**config.mk**
```make
export PLATFORM = sky130hd
export DESIGN_NAME = reorder_buffer_flat
export DESIGN_NICKNAME = d
export VERILOG_FILES = /design/src/rtl/reorder_buffer_pkg.sv /design/src/rtl/reorder_buffer_if.sv /design/src/rtl/reorder_buffer_retag_search.sv /design/src/rtl/reorder_buffer.sv /design/src/flat_wrapper.sv
export SDC_FILE = /design/constraint.sdc
export NUM_CORES = 1
export LEC_CHECK = 0
export ABC_AREA = 0
export BUFFER_PORTS_ARGS = -buffer_cell sky130_fd_sc_hd__buf_4
export CORE_UTILIZATION = 62
export DETAILED_ROUTE_END_ITERATION = 10
export PLACE_DENSITY_LB_ADDON = 0.25
export SETUP_SLACK_MARGIN = 0.05
export SLEW_MARGIN = 25
export SYNTH_ARGS = -nofsm -noshare
export SYNTH_HDL_FRONTEND = slang
export SYNTH_SLANG_ARGS = --single-unit
```
**constraint.sdc**
```tcl
create_clock -name clk -period 5.63 [get_ports clk]
set_input_delay 0 -clock clk [delete_from_list [all_inputs] [get_ports clk]]
set_output_delay 0 -clock clk [all_outputs]
set_load 0.01 [all_outputs]
```
**src/rtl/reorder_buffer_pkg.sv**
```systemverilog
// -----------------------------------------------------------------------------
// reorder_buffer_pkg
// Shared types and constants for the reorder buffer slice:
//   ROB_DEPTH          - number of in-flight entries (8)
//   lc3b_word          - 16-bit datapath word
//   lc3b_ext_reg       - extended register index; REGISTER_PC means "no GPR write"
//   lc3b_rob_id        - 4-bit entry id; ids 0-7 are real, REORDER_ID_INVALID = 8
//   rob_ptr_t          - 3-bit circular head/tail pointer
//   lc3b_rob_entry     - per-entry bookkeeping record
// -----------------------------------------------------------------------------
package reorder_buffer_pkg;

  localparam int ROB_DEPTH = 8;

  typedef logic [15:0] lc3b_word;
  typedef logic [3:0]  lc3b_ext_reg;
  typedef logic [3:0]  lc3b_rob_id;
  typedef logic [2:0]  rob_ptr_t;

  localparam lc3b_ext_reg REGISTER_PC        = 4'd8;
  localparam lc3b_rob_id  REORDER_ID_INVALID = 4'd8;

  typedef struct packed {
    logic        valid;
    logic        done;
    logic        mispredict;
    lc3b_ext_reg dest;
    lc3b_word    value;
    lc3b_word    target;
  } lc3b_rob_entry;

endpackage

```
**src/rtl/reorder_buffer_if.sv**
```systemverilog
// -----------------------------------------------------------------------------
// reorder_buffer_if
// Bundles every non-clock/reset signal of the reorder buffer.
//   dispatch : alloc_req, alloc_dest, alloc_is_branch -> alloc_ready, alloc_id
//   CDB      : cdb_valid, cdb_id, cdb_value, cdb_mispredict, cdb_target
//   regfile  : rf_load_value/rf_value/rf_dest_value (value port),
//              rf_load_rob/rf_rob_in/rf_dest_rob (tag port), flush
//   PC       : pc_load, pc_target
//   status   : count (occupancy 0-8)
// slave  = the reorder buffer itself, master = the surrounding pipeline.
// -----------------------------------------------------------------------------
interface reorder_buffer_if;
  import reorder_buffer_pkg::*;

  logic        alloc_req;
  lc3b_ext_reg alloc_dest;
  logic        alloc_is_branch;
  logic        alloc_ready;
  lc3b_rob_id  alloc_id;

  logic        cdb_valid;
  lc3b_rob_id  cdb_id;
  lc3b_word    cdb_value;
  logic        cdb_mispredict;
  lc3b_word    cdb_target;

  logic        rf_load_value;
  lc3b_word    rf_value;
  lc3b_ext_reg rf_dest_value;
  logic        rf_load_rob;
  lc3b_rob_id  rf_rob_in;
  lc3b_ext_reg rf_dest_rob;
  logic        flush;

  logic        pc_load;
  lc3b_word    pc_target;
  logic [3:0]  count;

  modport slave (
    input  alloc_req, alloc_dest, alloc_is_branch,
    input  cdb_valid, cdb_id, cdb_value, cdb_mispredict, cdb_target,
    output alloc_ready, alloc_id,
    output rf_load_value, rf_value, rf_dest_value,
    output rf_load_rob, rf_rob_in, rf_dest_rob, flush,
    output pc_load, pc_target, count
  );

  modport master (
    output alloc_req, alloc_dest, alloc_is_branch,
    output cdb_valid, cdb_id, cdb_value, cdb_mispredict, cdb_target,
    input  alloc_ready, alloc_id,
    input  rf_load_value, rf_value, rf_dest_value,
    input  rf_load_rob, rf_rob_in, rf_dest_rob, flush,
    input  pc_load, pc_target, count
  );

endinterface

```
**src/rtl/reorder_buffer_retag_search.sv**
```systemverilog
// -----------------------------------------------------------------------------
// rob_retag_search
// Combinational search for the youngest valid entry younger than the head
// whose destination equals match_dest.
//   en         in  enable (committing a GPR write)
//   head       in  current head pointer (oldest entry, excluded from search)
//   valid      in  per-entry valid bits
//   dest       in  per-entry destination registers
//   match_dest in  destination being committed
//   hit        out a younger matching entry exists
//   id         out id of the youngest match (REORDER_ID_INVALID when no hit)
// -----------------------------------------------------------------------------
module rob_retag_search
  import reorder_buffer_pkg::*;
(
  input  logic                 en,
  input  rob_ptr_t             head,
  input  logic [ROB_DEPTH-1:0] valid,
  input  lc3b_ext_reg          dest [ROB_DEPTH],
  input  lc3b_ext_reg          match_dest,
  output logic                 hit,
  output lc3b_rob_id           id
);

  rob_ptr_t idx;
  logic     match;

  // Walk from head+1 toward the tail; the last match seen is the youngest.
  // Valid entries are contiguous from head, so valid alone bounds the window.
  always_comb begin
    hit   = 1'b0;
    id    = REORDER_ID_INVALID;
    idx   = 3'd0;
    match = 1'b0;
    for (int k = 1; k < ROB_DEPTH; k++) begin
      idx   = head + rob_ptr_t'(k);
      match = en & valid[idx] & (dest[idx] == match_dest);
      hit   = hit | match;
      id    = match ? {1'b0, idx} : id;
    end
  end

endmodule

```
**src/rtl/reorder_buffer.sv**
```systemverilog
// -----------------------------------------------------------------------------
// reorder_buffer
// 8-entry in-order-retire reorder buffer for the LC-3b pipeline.
//   clk   in  rising-edge clock
//   reset in  synchronous active-high reset (drives flush while high)
//   bus   reorder_buffer_if.slave - dispatch, CDB, regfile, PC and status
// Entries are allocated at tail, completed out of order by the CDB, and
// retired one per cycle from head. A mispredicted branch retiring flushes
// everything. When a committed value write would clear a tag still owned by
// a younger entry, the tag port re-installs the youngest owner's tag.
// -----------------------------------------------------------------------------
module reorder_buffer
  import reorder_buffer_pkg::*;
(
  input  logic            clk,
  input  logic            reset,
  reorder_buffer_if.slave bus
);

  lc3b_rob_entry entries_q [ROB_DEPTH];
  lc3b_rob_entry entries_d [ROB_DEPTH];
  rob_ptr_t      head_q, head_d;
  rob_ptr_t      tail_q, tail_d;
  logic [3:0]    count_q, count_d;

  lc3b_rob_entry        head_e;
  logic                 commit_s;
  logic                 mispredict_commit_s;
  logic                 flush_s;
  logic                 value_write_s;
  logic                 retag_en_s;
  logic                 retag_hit_s;
  lc3b_rob_id           retag_id_s;
  logic                 alloc_ready_s;
  logic                 alloc_fire_s;
  logic                 cdb_accept_s;
  logic [ROB_DEPTH-1:0] valid_vec_s;
  lc3b_ext_reg          dest_vec_s [ROB_DEPTH];

  // Commit / flush decode from the registered head entry.
  always_comb begin
    head_e              = entries_q[head_q];
    commit_s            = ~reset & head_e.valid & head_e.done;
    mispredict_commit_s = commit_s & head_e.mispredict;
    flush_s             = reset | mispredict_commit_s;
    value_write_s       = commit_s & (head_e.dest != REGISTER_PC);
    retag_en_s          = value_write_s & ~flush_s;
  end

  // Flatten the entry fields the retag search needs.
  always_comb begin
    for (int i = 0; i < ROB_DEPTH; i++) begin
      valid_vec_s[i] = entries_q[i].valid;
      dest_vec_s[i]  = entries_q[i].dest;
    end
  end

  rob_retag_search u_retag (
    .en         (retag_en_s),
    .head       (head_q),
    .valid      (valid_vec_s),
    .dest       (dest_vec_s),
    .match_dest (head_e.dest),
    .hit        (retag_hit_s),
    .id         (retag_id_s)
  );

  // Dispatch acceptance and CDB qualification. Full uses the registered
  // count, so a same-cycle commit never frees a slot for dispatch.
  always_comb begin
    alloc_ready_s = ~flush_s & ~retag_hit_s & (count_q < 4'd8);
    alloc_fire_s  = bus.alloc_req & alloc_ready_s;
    cdb_accept_s  = bus.cdb_valid & ~flush_s & ~bus.cdb_id[3]
                  & entries_q[bus.cdb_id[2:0]].valid
                  & ~entries_q[bus.cdb_id[2:0]].done;
  end

  // Next-state for entries, pointers and occupancy.
  always_comb begin
    entries_d = entries_q;
    head_d    = head_q;
    tail_d    = tail_q;
    count_d   = count_q;
    if (flush_s) begin
      for (int i = 0; i < ROB_DEPTH; i++) begin
        entries_d[i] = '0;
      end
      head_d  = 3'd0;
      tail_d  = 3'd0;
      count_d = 4'd0;
    end else begin
      if (cdb_accept_s) begin
        entries_d[bus.cdb_id[2:0]].done       = 1'b1;
        entries_d[bus.cdb_id[2:0]].value      = bus.cdb_value;
        entries_d[bus.cdb_id[2:0]].mispredict = bus.cdb_mispredict;
        entries_d[bus.cdb_id[2:0]].target     = bus.cdb_target;
      end else begin
        entries_d[bus.cdb_id[2:0]] = entries_q[bus.cdb_id[2:0]];
      end
      if (commit_s) begin
        entries_d[head_q].valid = 1'b0;
        head_d                  = head_q + 3'd1;
      end else begin
        head_d = head_q;
      end
      if (alloc_fire_s) begin
        entries_d[tail_q] = '{valid: 1'b1, done: 1'b0, mispredict: 1'b0,
                              dest: bus.alloc_dest, value: 16'h0000,
                              target: 16'h0000};
        tail_d            = tail_q + 3'd1;
      end else begin
        tail_d = tail_q;
      end
      count_d = count_q + {3'd0, alloc_fire_s} - {3'd0, commit_s};
    end
  end

  // State registers with synchronous reset.
  always_ff @(posedge clk) begin
    if (reset) begin
      for (int i = 0; i < ROB_DEPTH; i++) begin
        entries_q[i] <= '0;
      end
      head_q  <= 3'd0;
      tail_q  <= 3'd0;
      count_q <= 4'd0;
    end else begin
      entries_q <= entries_d;
      head_q    <= head_d;
      tail_q    <= tail_d;
      count_q   <= count_d;
    end
  end

  // Output drive; retag owns the tag port over dispatch.
  always_comb begin
    bus.alloc_ready   = alloc_ready_s;
    bus.alloc_id      = reset ? 4'd0 : {1'b0, tail_q};
    bus.rf_load_value = value_write_s;
    bus.rf_value      = value_write_s ? head_e.value : 16'h0000;
    bus.rf_dest_value = value_write_s ? head_e.dest : 4'd0;
    bus.flush         = flush_s;
    bus.pc_load       = mispredict_commit_s;
    bus.pc_target     = mispredict_commit_s ? head_e.target : 16'h0000;
    bus.count         = reset ? 4'd0 : count_q;
    if (retag_hit_s) begin
      bus.rf_load_rob = 1'b1;
      bus.rf_rob_in   = retag_id_s;
      bus.rf_dest_rob = head_e.dest;
    end else if (alloc_fire_s) begin
      bus.rf_load_rob = 1'b1;
      bus.rf_rob_in   = {1'b0, tail_q};
      bus.rf_dest_rob = bus.alloc_dest;
    end else begin
      bus.rf_load_rob = 1'b0;
      bus.rf_rob_in   = 4'd0;
      bus.rf_dest_rob = 4'd0;
    end
  end

endmodule

```
**src/flat_wrapper.sv**
```systemverilog
// flat-port wrapper written by rule: the top's interface ports become plain ports
module reorder_buffer_flat import reorder_buffer_pkg::*;
  (clk, reset, bus_alloc_req, bus_alloc_dest, bus_alloc_is_branch, bus_cdb_valid, bus_cdb_id, bus_cdb_value, bus_cdb_mispredict, bus_cdb_target, bus_alloc_ready, bus_alloc_id, bus_rf_load_value, bus_rf_value, bus_rf_dest_value, bus_rf_load_rob, bus_rf_rob_in, bus_rf_dest_rob, bus_flush, bus_pc_load, bus_pc_target, bus_count);
  reorder_buffer_if bus_i ();
  input  logic clk;
  input  logic reset;
  input wire logic [$bits(bus_i.alloc_req)-1:0] bus_alloc_req;
  input wire logic [$bits(bus_i.alloc_dest)-1:0] bus_alloc_dest;
  input wire logic [$bits(bus_i.alloc_is_branch)-1:0] bus_alloc_is_branch;
  input wire logic [$bits(bus_i.cdb_valid)-1:0] bus_cdb_valid;
  input wire logic [$bits(bus_i.cdb_id)-1:0] bus_cdb_id;
  input wire logic [$bits(bus_i.cdb_value)-1:0] bus_cdb_value;
  input wire logic [$bits(bus_i.cdb_mispredict)-1:0] bus_cdb_mispredict;
  input wire logic [$bits(bus_i.cdb_target)-1:0] bus_cdb_target;
  output wire logic [$bits(bus_i.alloc_ready)-1:0] bus_alloc_ready;
  output wire logic [$bits(bus_i.alloc_id)-1:0] bus_alloc_id;
  output wire logic [$bits(bus_i.rf_load_value)-1:0] bus_rf_load_value;
  output wire logic [$bits(bus_i.rf_value)-1:0] bus_rf_value;
  output wire logic [$bits(bus_i.rf_dest_value)-1:0] bus_rf_dest_value;
  output wire logic [$bits(bus_i.rf_load_rob)-1:0] bus_rf_load_rob;
  output wire logic [$bits(bus_i.rf_rob_in)-1:0] bus_rf_rob_in;
  output wire logic [$bits(bus_i.rf_dest_rob)-1:0] bus_rf_dest_rob;
  output wire logic [$bits(bus_i.flush)-1:0] bus_flush;
  output wire logic [$bits(bus_i.pc_load)-1:0] bus_pc_load;
  output wire logic [$bits(bus_i.pc_target)-1:0] bus_pc_target;
  output wire logic [$bits(bus_i.count)-1:0] bus_count;
  assign bus_i.alloc_req = bus_alloc_req;
  assign bus_i.alloc_dest = bus_alloc_dest;
  assign bus_i.alloc_is_branch = bus_alloc_is_branch;
  assign bus_i.cdb_valid = bus_cdb_valid;
  assign bus_i.cdb_id = bus_cdb_id;
  assign bus_i.cdb_value = bus_cdb_value;
  assign bus_i.cdb_mispredict = bus_cdb_mispredict;
  assign bus_i.cdb_target = bus_cdb_target;
  assign bus_alloc_ready = bus_i.alloc_ready;
  assign bus_alloc_id = bus_i.alloc_id;
  assign bus_rf_load_value = bus_i.rf_load_value;
  assign bus_rf_value = bus_i.rf_value;
  assign bus_rf_dest_value = bus_i.rf_dest_value;
  assign bus_rf_load_rob = bus_i.rf_load_rob;
  assign bus_rf_rob_in = bus_i.rf_rob_in;
  assign bus_rf_dest_rob = bus_i.rf_dest_rob;
  assign bus_flush = bus_i.flush;
  assign bus_pc_load = bus_i.pc_load;
  assign bus_pc_target = bus_i.pc_target;
  assign bus_count = bus_i.count;
  reorder_buffer u_core (.clk(clk), .reset(reset), .bus(bus_i));
endmodule
```
==> metrics.md, run 1 <==
| Metric | Value |
|---|---|
| Status | finished clean |
| FMAX | 195 MHz |
| Clock latency on the worst-skew pair | 0.54 ns |
| GRT met2 Usage | 0.624 |
| WS Path Type | flip-flop to output pin |
| Routability cong. | 0.962 |
| Compound-Gate Fraction of Synth Area | 0.212 |
| Synth warn | 0 |
| Vias | 17,800 |
| Gates resized, CTS repair | 0 |
| Synth Area in Simple Gates | 0.173 |
| Fin crit share | 0.911 |
| Crit path capture type | output pin |
| Netlist Area Pre-Place | 0.0188 sq mm |
| Die area | 0.0310 sq mm |
| Hold Slack | 0.0878 ns |
| Root Buffer | clkbuf_16 |
| # IOs | 103 |
| EDFF count, synth | 0 |
| Grt peak-use layer | met2 |
| Vias in the first global route | 17,100 |
| Max Cap Viol | 0 |
| Layout cell share with drive strength beyond 1 | 0.204 |
| Setup Skew | 0.0253 ns |
| Peak supply drop | 0.279 mV |
| M3 GR Usage | 0.0700 |
| Worst Hold Class | input pin to flip-flop |
| Cell taking the most area after synthesis | dfxtp_1 |
| Via density | 6.97 |
| Flops & latches, synth | 322 |
| Crit path max fanout | 56 |
| Post-DR wirelength/cell | 23.6 microns |
| Xor and xnor area share after synthesis | 0.0227 |
| Crit path arrival time | 5.13 ns |
| ANT cells | 0 |
| Average cell area after synthesis | 8.95 sq um |
| Num CTS Buffers | 36 |
| Final hold vios | 0 |
| PD cells | 287 mW/mm^2 |
| Largest cells by area after synthesis | dfxtp_1 34%, mux4_2 14%, nor2_1 9.1% |
| Unrepaired setup endpoints after global routing | no |
| Actual slew at the worst max-slew pin | 1.14 ns |
| Lkg Pwr | 7.75 nW |
| Largest family of logic cells by synthesized area | compound AO/OA/AOI/OAI gates |
| Clock sink total | 322 |
| Final ANT Viol Nets | 0 |
| Pin count of the biggest net entering global routing | 69 |
| Ys flop type | dfxtp_1 |
| Slew headroom | 0.239 |
| Initial antenna violation count | 0 |
| Final nets | 2,193 |
| CTS tree | yes |
| Clock buffer depth | 3 |
| Seq/Total Area, Yosys | 0.343 |
| GRT overflow | 0 |
| Overall routing resource usage | 0.385 |
| Grt met1 use | 0.496 |
| Row cnt | 63 |
| Port bufs | 99 |
| DRT iter0 DRCs | 2,173 |
| Area Growth Syn to Fin | 13.4% |
| Finish-stage setup viols | 0 |
| Initial core utilization | 0.632 |
| Post-synth cell types | 79 |
| First drt pass iteration count | 6 |
| Htree depth | 2 |
| Mux cell area share after synthesis | 0.187 |
| Period minus WS final | 5.13 ns |
| Hpwl dp | 35,100 microns |
| Worst path required time | 5.63 ns |
| Die height | 176 microns |
| Cells after DPL | 2,450 |
| Non-Filler Instances | 2,552 |
| Residual DRC | 0 |
| Clock transition at path regs | 0.06 ns |
| Synth Instances | 2,099 |
| Setup Total Neg Slack | 0 ns |
| Die X | 176 microns |
| Placeable Area | 0.0297 sq mm |
| Startpoint types | flip-flop |
| Detailed Route WL | 60,300 microns |
| Post-Synth Adder-Cell Area | 0.00839 |
| Max Slew Vio Count | 0 |
| First-pass GRT wire length | 93,100 microns |
| Post-synth top area share | 0.343 |
| Fraction of registers with async set/reset | 0 |
-- path summary, 6_finish.rpt --
| path | startpoint | endpoint | slack (ns) | cells after the start |
|---|---|---|---|---|
| setup / recovery | u_core.head_q[1] | bus_rf_rob_in[0] | 0.50 | 13 |
| hold / removal | bus_cdb_id[2] | u_core.entries_q[161] | 0.09 | 4 |
| setup reg to reg | u_core.head_q[1] | u_core.count_q[2] | 0.62 | 16 |
| hold reg to reg | u_core.entries_q[115] | u_core.entries_q[115] | 0.49 | 2 |
-- per-layer routing --
| metal | wire [microns] | part of all wire |
|---|---|---|
| met5 | 0 | 0 |
| met4 | 2670 | 0.044 |
| met3 | 7150 | 0.12 |
| met2 | 28000 | 0.46 |
| met1 | 22500 | 0.37 |
-- placed cells by master, fill, tap and decap left out, types with 5 or more instances in the layout --
master	Yosys	layout
nor2_1	454	451
dfxtp_1	322	319
nand2_1	193	193
a21oi_1	173	173
o22ai_1	155	155
buf_4	17	142
mux4_2	115	115
a211oi_1	88	88
mux2i_1	66	66
a211oi_2	48	48
clkbuf_16	0	38
o221ai_1	37	37
dlygate4sd3_1	0	37
or4_1	32	32
xor2_1	29	29
inv_1	24	24
xnor2_1	16	16
o21ai_0	14	14
clkbuf_8	0	11
ha_1	11	10
clkinv_2	1	8
nand2b_1	7	7
nor2b_1	7	7
nand3_4	5	6
a21oi_2	7	6
mux4_1	5	5
and2_1	5	5
or3_1	6	5
o41ai_4	5	5
buf_12	3	5
-- flip-flops by register name, indices dropped and copies added (netlist names) --
name / flops
u_core.entries_q: 280
u_core.tail_q: 3
u_core.head_q: 3
u_core.count_q: 4
u_core.dest_vec_s: 32
-- logic make-up after synthesis --
kind of cell | count (synthesis)
multiplexers | 194
adder cells (fa/ha/maj) | 12
buffers and inverters | 219
AO/OA/AOI/OAI | 556
other | 1
XOR/XNOR | 47
flip-flops | 322
AND/OR/NAND/NOR | 748
-- metrics by stage --
step | worst slack, ns | utilization | total power, mW | instance area [sq um]
floorplan | 0.888 | - | 3.36 | 18800
global placement | 0.764 | 0.661 | 3.63 | 19600
detailed placement | 0.693 | 0.663 | 3.67 | 19700
CTS | 0.621 | 0.717 | 6.08 | 21300
global route | 0.337 | 0.717 | 6.30 | 21300
finish | 0.502 | 0.717 | 6.11 | 21300
-- timing repair --
action	in CTS	in global routing
hold endpoints to repair	165	0
hold buffers	37	0
setup buffers	0	0
-- cells in the mapped netlist, drive strengths merged, types with 17 or more instances --
cell type	number
nor2	454
dfxtp	322
nand2	194
a21oi	180
o22ai	155
a211oi	136
mux4	120
clkbuf	105
buf	84
mux2i	71
o221ai	37
or4	32
xor2	30
inv	27
xnor2	17
-- where the power goes --
| part | switching (mW) | internal, mW |
|---|---|---|
| logic | 0.698 | 0.423 |
| registers | 0.144 | 2.41 |
| clock network | 1.00 | 1.43 |
| total | 1.85 | 4.27 |
-- final cells by class --
class	instances	area, sq um
clock buffer	53	1120
clock inverter	12	128
fill	2180	8410
inverter	30	114
multi-input combinational	1559	11400
sequential	322	6450
tap	390	488
timing repair buffer	186	1580
-- worst max-delay path, cell delays in order, from the launching register on --
cell      delay [ns]
dfxtp_4         0.60
buf_4           0.43
buf_4           0.80
mux4_2          0.43
and2_1          0.17
a32oi_1         0.28
or4_1           0.32
nand3_2         0.17
o41ai_4         0.32
nand3_4         0.18
clkinv_2        0.30
nand2_1         0.20
o211ai_1        0.19
buf_4           0.15
(Power assumes the default switching activity.)
==> run 2: changes to the inputs <==
--- a/config.mk
+++ b/config.mk
@@ -7,7 +7,9 @@
 export LEC_CHECK = 0
 export ABC_AREA = 0
 export BUFFER_PORTS_ARGS = -buffer_cell sky130_fd_sc_hd__buf_4
-export CORE_UTILIZATION = 62
+export CELL_PAD_IN_SITES_DETAIL_PLACEMENT = 0
+export CELL_PAD_IN_SITES_GLOBAL_PLACEMENT = 2
+export CORE_UTILIZATION = 39
 export DETAILED_ROUTE_END_ITERATION = 10
 export PLACE_DENSITY_LB_ADDON = 0.25
 export SETUP_SLACK_MARGIN = 0.05
==> metrics.md, run 2 (synthesis results as in run 1) <==
| Metric | Value |
|---|---|
| Worst reg-to-reg path cell count | 16 |
| Initial core utilization | 0.394 |
| Most used cell, CP | o22ai_1 |
| R2r setup slk | 0.71 ns |
| Min-delay src | bus_cdb_id[0] |
| Setup Skew | 0.0350 ns |
| Hold endpoint | u_core.entries_q[126] |
| Setup Total Neg Slack | 0 ns |
| Hold Slack | 0.0333 ns |
| WHS Path Cells | 4 |
| Critical-path cell with the highest stage delay | or4_1 |
| Max reg flops | 280 |
| Clock buffer depth | 3 |
| Final nets | 2,193 |
| Pin count of the biggest net entering global routing | 69 |
| Residual DRC | 0 |
| Final ANT Viol Nets | 0 |
| Port bufs | 99 |
| Fin crit share | 0.883 |
| Max Slew Vio Count | 0 |
| Routability cong. | 0.934 |
| DRT iter0 DRCs | 1,406 |
| First drt pass iteration count | 7 |
| Area Growth Syn to Fin | 15.5% |
| Cells after DPL | 2,671 |
| Worst Hold Class | input pin to flip-flop |
| Top Layer Used | met4 |
| Actual slew at the worst max-slew pin | 1.04 ns |
| Vias | 17,000 |
| Placeable Area | 0.0476 sq mm |
| Metal3 WL | 4220 microns |
| Vias in the first global route | 16,600 |
| Clock sink total | 322 |
| FMAX | 201 MHz |
| Lkg Pwr | 7.80 nW |
| Hpwl dp | 38,800 microns |
| Crit path max fanout | 33 |
| Initial antenna violation count | 0 |
| WP buf/inv | 4 |
| Peak supply drop | 0.221 mV |
| Die area | 0.0490 sq mm |
| Largest Register | u_core.entries_q |
| Reg2reg end | u_core.count_q[2] |
| CTS tree | yes |
| Met1 WL | 29,300 microns |
| Crit path capture type | output pin |
| Finish-stage setup viols | 0 |
| Met2 routed wirelength | 31,600 microns |
| Most frequent cells in the layout | 451 x nor2_1, 319 x dfxtp_1, 193 x nand2_1 |
| Slew headroom | 0.309 |
| Layout cell share with drive strength beyond 1 | 0.204 |
| Worst path required time | 5.63 ns |
| First-pass GRT wire length | 103,000 microns |
| Htree depth | 2 |
| GRT overflow | 0 |
| Num CTS Buffers | 40 |
| Startpoint types | flip-flop |
| ANT cells | 0 |
| PD cells | 292 mW/mm^2 |
| Crit path arrival time | 4.97 ns |
| Die height | 221 microns |
| Fill cells | 4,714 |
| Reg2Reg Launch Point | u_core.head_q[0] |
| Top delay family on crit path | simple AND/OR/NAND/NOR gates |
| Most common cell after layout, fill and taps aside | nor2_1 |
| Post-DR wirelength/cell | 24.3 microns |
| Final hold vios | 0 |
| Clock transition at path regs | 0.06 ns |
| Root Buffer | clkbuf_16 |
| Crit path cell chain | inv_1, ha_2, buf_12, mux4_2, xor2_1, o22ai_1, o22ai_1, or4_1, nand2_4, o41ai_4, nand3_4, clkinv_2, nand2_1, o211ai_1, buf_4 |
| Max Cap Viol | 0 |
| Detailed Route WL | 67,500 microns |
| Die X | 221 microns |
| Unrepaired setup endpoints after global routing | no |
| Period minus WS final | 4.97 ns |
| WS Path Type | flip-flop to output pin |
| Overall routing resource usage | 0.273 |
| Non-Filler Instances | 2,780 |
| # IOs | 103 |
| Row cnt | 80 |
| Status | finished clean |
| Max incr delay on CP | 0.71 ns |
| Clock latency on the worst-skew pair | 0.58 ns |
| Via density | 6.10 |
## run 2: changes by cell type in the layout (fill, tap and decap cells not counted), moves of 2 or more
cell	delta
clkbuf_1	+3
buf_4	-7
clkinv_2	+3
clkbuf_16	+2
buf_12	+5
## run 2: tightest hold or removal path, delay by kind of cell
kind | cells | cell delay (ns)
compound gates | 1 | 0.04
simple gates | 2 | 0.29
buf+inv | 1 | 0.21
## run 2: worst max path at each step
stage,to,cells past startpoint,start
6_report,bus_rf_rob_in[0],15,u_core.head_q[0]
5_1_grt,bus_rf_rob_in[0],15,u_core.head_q[0]
4_1_cts,bus_rf_rob_in[0],15,u_core.head_q[0]
3_5_place_dp,u_core.count_q[2],16,u_core.head_q[0]
3_3_place_gp,u_core.count_q[2],16,u_core.head_q[0]
2_1_floorplan,u_core.count_q[1],20,u_core.head_q[0]
## run 2: cell type report
class	count	area (sq um)	area share
repair buffers	182	1580	0.0730
clock buffers	58	1180	0.0543
clock inverters	14	160	0.00738
inverters	30	114	0.00525
multi-input cells	1559	11400	0.527
flip-flops and latches	322	6450	0.298
well taps	615	769	0.0355
## run 2: through the flow
stage	total power [mW]	util	instance area [sq um]	setup slack (ns)
floorplan	3.36	-	18800	0.888
global placement	3.69	0.419	20000	0.822
detailed placement	3.71	0.419	20000	0.771
CTS	6.38	0.455	21700	0.640
global route	6.59	0.455	21700	0.433
finish	6.33	0.455	21700	0.656
## run 2: layer usage
| layer | global-route usage | vias up |
|---|---|---|
| met1 | 0.361 | 8387 |
| met4 | 0.105 | 0 |
| met5 | 0 | - |
| li1 | - | 7803 |
| met2 | 0.448 | 634 |
| met3 | 0.0418 | 139 |
## run 2: power breakdown
part | internal (mW) | switching (mW)
sequential | 2.41 | 0.146
clock | 1.55 | 1.08
combinational | 0.430 | 0.712
total | 4.40 | 1.94
## run 2: timing repair
item / 4_1_cts / 5_1_grt
gates resized for setup: 0 / 0
setup buffers: 0 / 0
hold buffers: 37 / 0
endpoints found under the hold margin: 284 / 0
